File: config.mk
export PLATFORM = sky130hd
export DESIGN_NAME = vram_arbiter_flat
export DESIGN_NICKNAME = d
export VERILOG_FILES = /design/src/rtl/vram_arbiter_if.sv /design/src/rtl/vram_arbiter.sv /design/src/flat_wrapper.sv
export SDC_FILE = /design/constraint.sdc
export NUM_CORES = 1
export LEC_CHECK = 0
export ABC_AREA = 1
export CAP_MARGIN = 15
export CORE_MARGIN = 4
export CORE_UTILIZATION = 35
export DETAILED_ROUTE_END_ITERATION = 8
export DONT_BUFFER_PORTS = 1
export HOLD_SLACK_MARGIN = 0.15
export PLACE_DENSITY = 0.47
export SYNTH_ARGS = -nofsm -noshare
export SYNTH_HDL_FRONTEND = slang
export SYNTH_SLANG_ARGS = --single-unit
File: constraint.sdc
create_clock -name clk -period 1.44 [get_ports clk]
set_input_delay 0.144 -clock clk [delete_from_list [all_inputs] [get_ports clk]]
set_output_delay 0.144 -clock clk [all_outputs]
set_load 0.005 [all_outputs]
File: src/rtl/vram_arbiter_if.sv
// vram_arbiter_if: host request/response and RAM port bundle of vram_arbiter.
interface vram_arbiter_if #(parameter int ADDR_W = 15, parameter int DATA_W = 3);
  logic              host_req, host_we, host_gnt, host_done, host_err;
  logic              mem_en, mem_we;
  logic [ADDR_W-1:0] host_addr, mem_addr;
  logic [DATA_W-1:0] host_wdata, host_rdata, mem_wdata, mem_rdata;
  modport slave (
    input  host_req, host_we, host_addr, host_wdata, mem_rdata,
    output host_gnt, host_done, host_rdata, host_err, mem_en, mem_we, mem_addr, mem_wdata
  );
  modport master (
    output host_req, host_we, host_addr, host_wdata, mem_rdata,
    input  host_gnt, host_done, host_rdata, host_err, mem_en, mem_we, mem_addr, mem_wdata
  );
endinterface

File: src/rtl/vram_arbiter.sv
// vram_arbiter: shares one single-port video RAM between VGA scan-out (priority) and a host port.
// Define VRAM_ARB_BOUNDS_CHK_EN to reject host addresses outside the FB_W*FB_H framebuffer.
module vram_arbiter #(
  parameter int FB_W     = 160,
  parameter int FB_H     = 120,
  parameter int SCALE_SH = 2,
  parameter int ADDR_W   = 15,
  parameter int DATA_W   = 3
) (
  input  logic              clk,
  input  logic              reset,
  input  logic              utick_i,
  input  logic              video_on_i,
  input  logic [9:0]        pixel_x_i,
  input  logic [9:0]        pixel_y_i,
  output logic [DATA_W-1:0] disp_rgb_o,
  vram_arbiter_if.slave     bus
);
`ifdef VRAM_ARB_BOUNDS_CHK_EN
  localparam bit CHK = 1'b1;
`else
  localparam bit CHK = 1'b0;
`endif
  typedef enum logic [2:0] {IDLE, DRD, DCAP, HACC, HCAP} state_t;
  state_t            state_q, state_d;
  logic              pend_q, pend_d, we_q, we_d, err_q, err_d;
  logic [ADDR_W-1:0] daddr_q, daddr_d, disp_addr;
  logic [DATA_W-1:0] rgb_q, rgb_d, rdata_q, rdata_d;
  logic              vtick, pend_w, oob, host_ok;
  assign vtick     = utick_i & video_on_i;
  assign pend_w    = pend_q | vtick;
  assign disp_addr = ADDR_W'((32'(pixel_y_i) >> SCALE_SH) * FB_W + (32'(pixel_x_i) >> SCALE_SH));
  assign oob       = CHK && (32'(bus.host_addr) >= 32'(FB_W * FB_H));
  assign host_ok   = (state_q == HACC) && !oob;
  assign bus.mem_en     = (state_q == DRD) || host_ok;
  assign bus.mem_we     = host_ok && bus.host_we;
  assign bus.mem_addr   = state_q == DRD ? daddr_q : host_ok ? bus.host_addr : '0;
  assign bus.mem_wdata  = (host_ok && bus.host_we) ? bus.host_wdata : '0;
  assign bus.host_gnt   = state_q == HACC;
  assign bus.host_done  = state_q == HCAP;
  assign bus.host_err   = CHK && (state_q == HCAP) && err_q;
  // Read data is forwarded combinationally so it is valid in the done cycle, then held.
  assign bus.host_rdata = (state_q == HCAP && !we_q && !err_q) ? bus.mem_rdata : rdata_q;
  assign disp_rgb_o     = rgb_q;
  always_comb begin
    state_d = state_q;
    pend_d  = vtick | (pend_q & (state_q != DRD));
    daddr_d = vtick ? disp_addr : daddr_q;
    we_d    = state_q == HACC ? bus.host_we : we_q;
    err_d   = state_q == HACC ? oob : err_q;
    rgb_d   = state_q == DCAP ? bus.mem_rdata : (utick_i & ~video_on_i) ? '0 : rgb_q;
    rdata_d = bus.host_rdata;
    case (state_q)
      IDLE:    state_d = pend_w ? DRD : bus.host_req ? HACC : IDLE;
      DRD:     state_d = DCAP;
      DCAP:    state_d = (bus.host_req && !pend_w) ? HACC : IDLE;
      HACC:    state_d = HCAP;
      HCAP:    state_d = pend_w ? DRD : IDLE;
      default: state_d = IDLE;
    endcase
  end
  always_ff @(posedge clk or posedge reset) begin
    if (reset) begin
      state_q <= IDLE;
      pend_q  <= 1'b0;
      we_q    <= 1'b0;
      err_q   <= 1'b0;
      daddr_q <= '0;
      rgb_q   <= '0;
      rdata_q <= '0;
    end else begin
      state_q <= state_d;
      pend_q  <= pend_d;
      we_q    <= we_d;
      err_q   <= err_d;
      daddr_q <= daddr_d;
      rgb_q   <= rgb_d;
      rdata_q <= rdata_d;
    end
  end
endmodule
File: src/flat_wrapper.sv
// flat-port wrapper written by rule: the top's interface ports become plain ports
module vram_arbiter_flat 
#(
  parameter int FB_W     = 160,
  parameter int FB_H     = 120,
  parameter int SCALE_SH = 2,
  parameter int ADDR_W   = 15,
  parameter int DATA_W   = 3
)
  (clk, reset, utick_i, video_on_i, pixel_x_i, pixel_y_i, disp_rgb_o, bus_host_req, bus_host_we, bus_host_addr, bus_host_wdata, bus_mem_rdata, bus_host_gnt, bus_host_done, bus_host_rdata, bus_host_err, bus_mem_en, bus_mem_we, bus_mem_addr, bus_mem_wdata);
  vram_arbiter_if #(.ADDR_W(ADDR_W), .DATA_W(DATA_W)) bus_i ();
  input  logic clk;
  input  logic reset;
  input  logic utick_i;
  input  logic video_on_i;
  input  logic [9:0] pixel_x_i;
  input  logic [9:0] pixel_y_i;
  output logic [DATA_W-1:0] disp_rgb_o;
  input wire logic [$bits(bus_i.host_req)-1:0] bus_host_req;
  input wire logic [$bits(bus_i.host_we)-1:0] bus_host_we;
  input wire logic [$bits(bus_i.host_addr)-1:0] bus_host_addr;
  input wire logic [$bits(bus_i.host_wdata)-1:0] bus_host_wdata;
  input wire logic [$bits(bus_i.mem_rdata)-1:0] bus_mem_rdata;
  output wire logic [$bits(bus_i.host_gnt)-1:0] bus_host_gnt;
  output wire logic [$bits(bus_i.host_done)-1:0] bus_host_done;
  output wire logic [$bits(bus_i.host_rdata)-1:0] bus_host_rdata;
  output wire logic [$bits(bus_i.host_err)-1:0] bus_host_err;
  output wire logic [$bits(bus_i.mem_en)-1:0] bus_mem_en;
  output wire logic [$bits(bus_i.mem_we)-1:0] bus_mem_we;
  output wire logic [$bits(bus_i.mem_addr)-1:0] bus_mem_addr;
  output wire logic [$bits(bus_i.mem_wdata)-1:0] bus_mem_wdata;
  assign bus_i.host_req = bus_host_req;
  assign bus_i.host_we = bus_host_we;
  assign bus_i.host_addr = bus_host_addr;
  assign bus_i.host_wdata = bus_host_wdata;
  assign bus_i.mem_rdata = bus_mem_rdata;
  assign bus_host_gnt = bus_i.host_gnt;
  assign bus_host_done = bus_i.host_done;
  assign bus_host_rdata = bus_i.host_rdata;
  assign bus_host_err = bus_i.host_err;
  assign bus_mem_en = bus_i.mem_en;
  assign bus_mem_we = bus_i.mem_we;
  assign bus_mem_addr = bus_i.mem_addr;
  assign bus_mem_wdata = bus_i.mem_wdata;
  vram_arbiter #(.FB_W(FB_W), .FB_H(FB_H), .SCALE_SH(SCALE_SH), .ADDR_W(ADDR_W), .DATA_W(DATA_W)) u_core (.clk(clk), .reset(reset), .utick_i(utick_i), .video_on_i(video_on_i), .pixel_x_i(pixel_x_i), .pixel_y_i(pixel_y_i), .disp_rgb_o(disp_rgb_o), .bus(bus_i));
endmodule
# After elaboration in Yosys (flattened, before gate mapping)
# Cells that the tools add are included.
[op_classes]
add_sub_neg = 1
reduce_logical = 8
mux = 11
n_bitwise = 6
mul = 1
eq_ne = 5
[ops]
columns = ["op", "count"]
rows = [
  ["two-way mux 15 bit", 2],
  ["adder 15 x 8 -> 15 bit", 1],
  ["two-way mux 3 bit", 5],
  ["one-hot mux 3 bit (5 select lines)", 1],
  ["multiplier 8 x 3 -> 10 bit (second input constant)", 1],
  ["== test 3 x 2 -> 1 bit (second input constant)", 2],
  ["two-way mux 2 bit", 2],
  ["AND 1 bit", 3],
  ["== test 3 x 1 -> 1 bit (second input constant)", 1],
  ["== test 3 bit (second input constant)", 1],
  ["logical AND 1 bit", 3],
  ["zero test 3 bit", 1],
  ["!= test 3 x 1 -> 1 bit (second input constant)", 1],
  ["zero test 1 bit", 2],
  ["bitwise OR 1 bit", 2],
  ["nonzero test 2 bit", 1],
  ["logical OR 1 bit", 1],
  ["two-way mux 1 bit", 1],
  ["inverter 1 bit", 1],
]
[word_totals]
output_inout_bits = 29
word_cells = 38
ff_bits = 26
inputBits = 47

# Longest topological paths before layout
[logic_depth]
depth_word = 6
depth_mapped = 13
depth_no_buf = 13

# Least setup slack after synthesis
# Ideal clock, no wire load.
[synth_timing]
path_type = "input-to-reg"
from = "input pixel_y_i[3]"
to = "register u_core.daddr_q[14]"
path_buffers = 0
t_arrival_ps = 1787
path_stages = 12
path_slack_ps = -464
path_cell_list = "ha_1 -> ha_1 -> fa_1 -> nand2_1 -> inv_1 -> nand2_1 -> nor2_1 -> nand2_1 -> nor2_1 -> nand3_1 -> nand3_1 -> nand2_1"
[synth_between]
elab_chain_len = 2
[synth_lines]
columns = ["item", "line", "rtl"]
rows = [
  ["start: declaration", "flat_wrapper.sv:17", "input logic [9:0] pixel_y_i;"],
  ["multiplier 8 x 3 -> 10 bit", "vram_arbiter.sv:32", "assign disp_addr = ADDR_W'((32'(pixel_y_i) >> SCALE_SH) * FB_W + (32'(pixel_x_i) >> SCALE_SH));"],
  ["adder 15 x 8 -> 15 bit", "vram_arbiter.sv:32", ""],
  ["end signal: assignment", "vram_arbiter.sv:76", "daddr_q <= daddr_d;"],
  ["end: declaration", "vram_arbiter.sv:27", "logic [ADDR_W-1:0] daddr_q, daddr_d, disp_addr;"],
]
# Every way passes these cells.
# A chain may end at the register's enable or synchronous reset.

# Worst setup path after layout
# Ends and elaborated chain as after synthesis.

==> flow_metrics.py <==
metrics = {
    "outcome": {
        "status": "finished, violations left",
        "violations": "negative setup slack",
    },
    "critical_path": {
        "crit_path_end_kind": "register",
        "startpoint": "pixel_y_i[3]",
        "cp.required_ns": 1.60,
        "arrival_ns": 1.71,
        "cp_max_fo": 3,
        "crit_type": "in -> reg",
        "start_kind": "primary input",
        "reg2reg_from": "u_core.state_q[0]",
    },
    "finish": {
        "drive_above_1_share": 0.258,
        "utilization": 0.512,
        "syn2layout_area_growth_pct": 37.7,
        "most-common-layout-cells": "nand2_1, inv_1, dfrtp_1, buf_4, nand3_1",
        "fin_cells": 350,
        "n_antenna_cell": 0,
        "seq_area_um2": 651,
        "final_nets": 348,
        "nFillCells": 490,
        "multi_input_area_um2": 1140,
        "final_common_cell": "nand2_1",
    },
    "clocking": {
        "cts.clk_slew.worst_paths_ns": 0.09,
        "cts_sinks": 26,
        "htree_levels": 1,
        "clk_latency_ns": 0.27,
        "cts.path.max_buffers": 2,
        "cts_tree": "done",
        "cts_root_buffer": "clkbuf_8",
        "numCtsBuffers": 3,
    },
    "floorplanning": {
        "core_area_um2": 4880,
        "num_io_pins": 76,
        "die_x_um": 80.0,
        "dieArea_um2": 6400,
        "rows": 25,
        "start_util": 0.372,
        "die_h_um": 80.0,
    },
    "route": {
        "drt-pass1-iter-count": 4,
        "drt_iter0_drc": 49,
        "routedWlPerCell_um": 13.1,
        "vias": 1631,
        "drtAntennaViolNets": 0,
        "vias_per_cell": 4.66,
        "wirelength_um": 4600,
        "drc": 0,
    },
    "place": {
        "portBuffers": 0,
        "placedCellCount": 326,
        "gp_congestion": 0.775,
        "hpwl_um": 3500,
    },
    "global_route": {
        "grt_pass1_wl_um": 7250,
        "grt_usage": 0.141,
        "antenna_found_initial": 0,
        "grt_max_degree": 27,
        "grt_pass1_vias": 1558,
        "overflow": 0,
    },
    "sta": {
        "slew_viol_final": 0,
        "fmax_ghz": 0.645,
        "tns_ns": -0.908,
        "finalCritPeriodShare": 1.08,
        "setup_viol": 15,
        "worst_slack_ns": -0.110,
        "hold_slack_ns": 0.162,
        "fin_crit_ns": 1.55,
        "clock_skew_ns": 0.00814,
        "rsz0062_at_grt": "yes",
        "hold_viol": 0,
    },
    "synth": {
        "muxShareOfSynthArea": 0,
        "synthAdderAreaFrac": 0.126,
        "avgSynthCellArea_um2": 7.37,
        "synth_xor_area_frac": 0.00966,
        "synth-seq-cells": 26,
        "synth_simple_gate_area_share": 0.255,
        "yosys_warnings": 0,
        "syn-num-nets": 310,
        "ys.flop_type": "dfrtp_1",
        "seq_area_frac_synth": 0.359,
        "synth_edf_count": 0,
        "synth_top_family_by_area": "simple AND/OR/NAND/NOR gates",
        "synth.distinct_cells": 26,
        "synth_area_um2": 1810,
        "synth-compound-area-share": 0.138,
        "synthCells": 246,
        "async_flop_share": 1.00,
    },
    "worst_hold_path": {
        "min_path_type": "in -> reg",
        "hold_start": "video_on_i",
    },
    "pwr": {
        "p_per_area_nw_per_um2": 1330,
        "ir_drop_mv": 0.620,
        "p_total_uw": 3330,
        "p_leak_uw": 0.00127,
    },
    "run": {
        "maxCapViolCount": 0,
    },
}
## power breakdown
part,total [uW],switching [uW],internal (uW)
clock,599,227,372
combinational,1650,941,710
sequential,1080,124,952
total,3330,1290,2030
## state kept, by name (all words and copies together) (netlist names)
signal,count
u_core.daddr_q,15
u_core.disp_rgb_o,3
u_core.pend_q,1
u_core.rdata_q,3
u_core.state_q,3
u_core.we_q,1
## synthesized netlist by cell type (2+ instances only)
library cell | n | area, um^2
inv_1 | 42 | 158
ha_1 | 15 | 188
nand2_1 | 68 | 255
buf_2 | 2 | 10.0
inv_2 | 5 | 18.8
nand4_1 | 4 | 25.0
clkbuf_1 | 2 | 7.51
dfrtp_1 | 26 | 651
fa_1 | 2 | 40.0
nand2_2 | 3 | 18.8
o22ai_1 | 6 | 37.5
nand3_1 | 14 | 70.1
a21oi_1 | 4 | 20.0
nor2_1 | 15 | 56.3
o21ai_0 | 19 | 95.1
a22o_1 | 9 | 78.8
## timing repair
action / in CTS / in global routing
buffers inserted: 3 / 3
hold endpoints to repair: 41 / 0
gates cloned: 1 / 1
endpoints found under the setup margin: 25 / 26
gates resized for setup: 24 / 31
hold buffers: 12 / 0
pin swaps: 10 / 13
## final cells by class
class	instances	area share
multi-input combinational	168	0.458
clock buffer	3	0.0165
timing repair inverter	1	0.00301
clock inverter	1	0.0120
tap	67	0.0336
inverter	47	0.0777
sequential	26	0.261
timing repair buffer	37	0.138
## per-stage QoR
step | setup slack, ns | instance area (um^2)
finish | -0.110 | 2500
global route | -0.265 | 2500
CTS | -0.0843 | 2340
detailed placement | -0.406 | 2060
global placement | -0.384 | 2060
floorplan | -0.358 | 1850
## worst paths after layout
path	depth (start not counted)	slack [ns]	end
min in group asynchronous	3	0.37	u_core.disp_rgb_o[2]
max reg2reg	7	0.23	u_core.we_q
min reg2reg	2	0.49	u_core.daddr_q[5]
max	12	-0.11	u_core.daddr_q[14]
min	2	0.16	u_core.disp_rgb_o[1]
max in group asynchronous	3	0.82	u_core.daddr_q[12]
## per-layer routing
metal | up-vias | GRT usage | share of wire
li1 | 860 | - | -
met1 | 719 | 0.171 | 0.42
met2 | 48 | 0.257 | 0.51
met3 | 4 | 0.0181 | 0.054
met4 | 0 | 0.0456 | 0.011
met5 | - | 0 | 0
## worst max-delay path, cell delays in order
cell,delay [ns]
ha_4,0.22
ha_4,0.16
fa_2,0.55
nand2_2,0.05
inv_2,0.05
nand2_2,0.06
nor2_2,0.11
nand2_1,0.07
nor2_1,0.10
nand3_1,0.07
nand3_1,0.08
nand2_1,0.05
## logic make-up (layout without fill, tap and decap cells)
group | Yosys count | in the layout
fa+ha+maj | 17 | 17
buf+inv | 52 | 89
simple gates | 107 | 107
other cells | 1 | 1
flops | 26 | 26
xor+xnor | 2 | 2
compound gates | 41 | 41
Power figures use the tool's default switching activity.
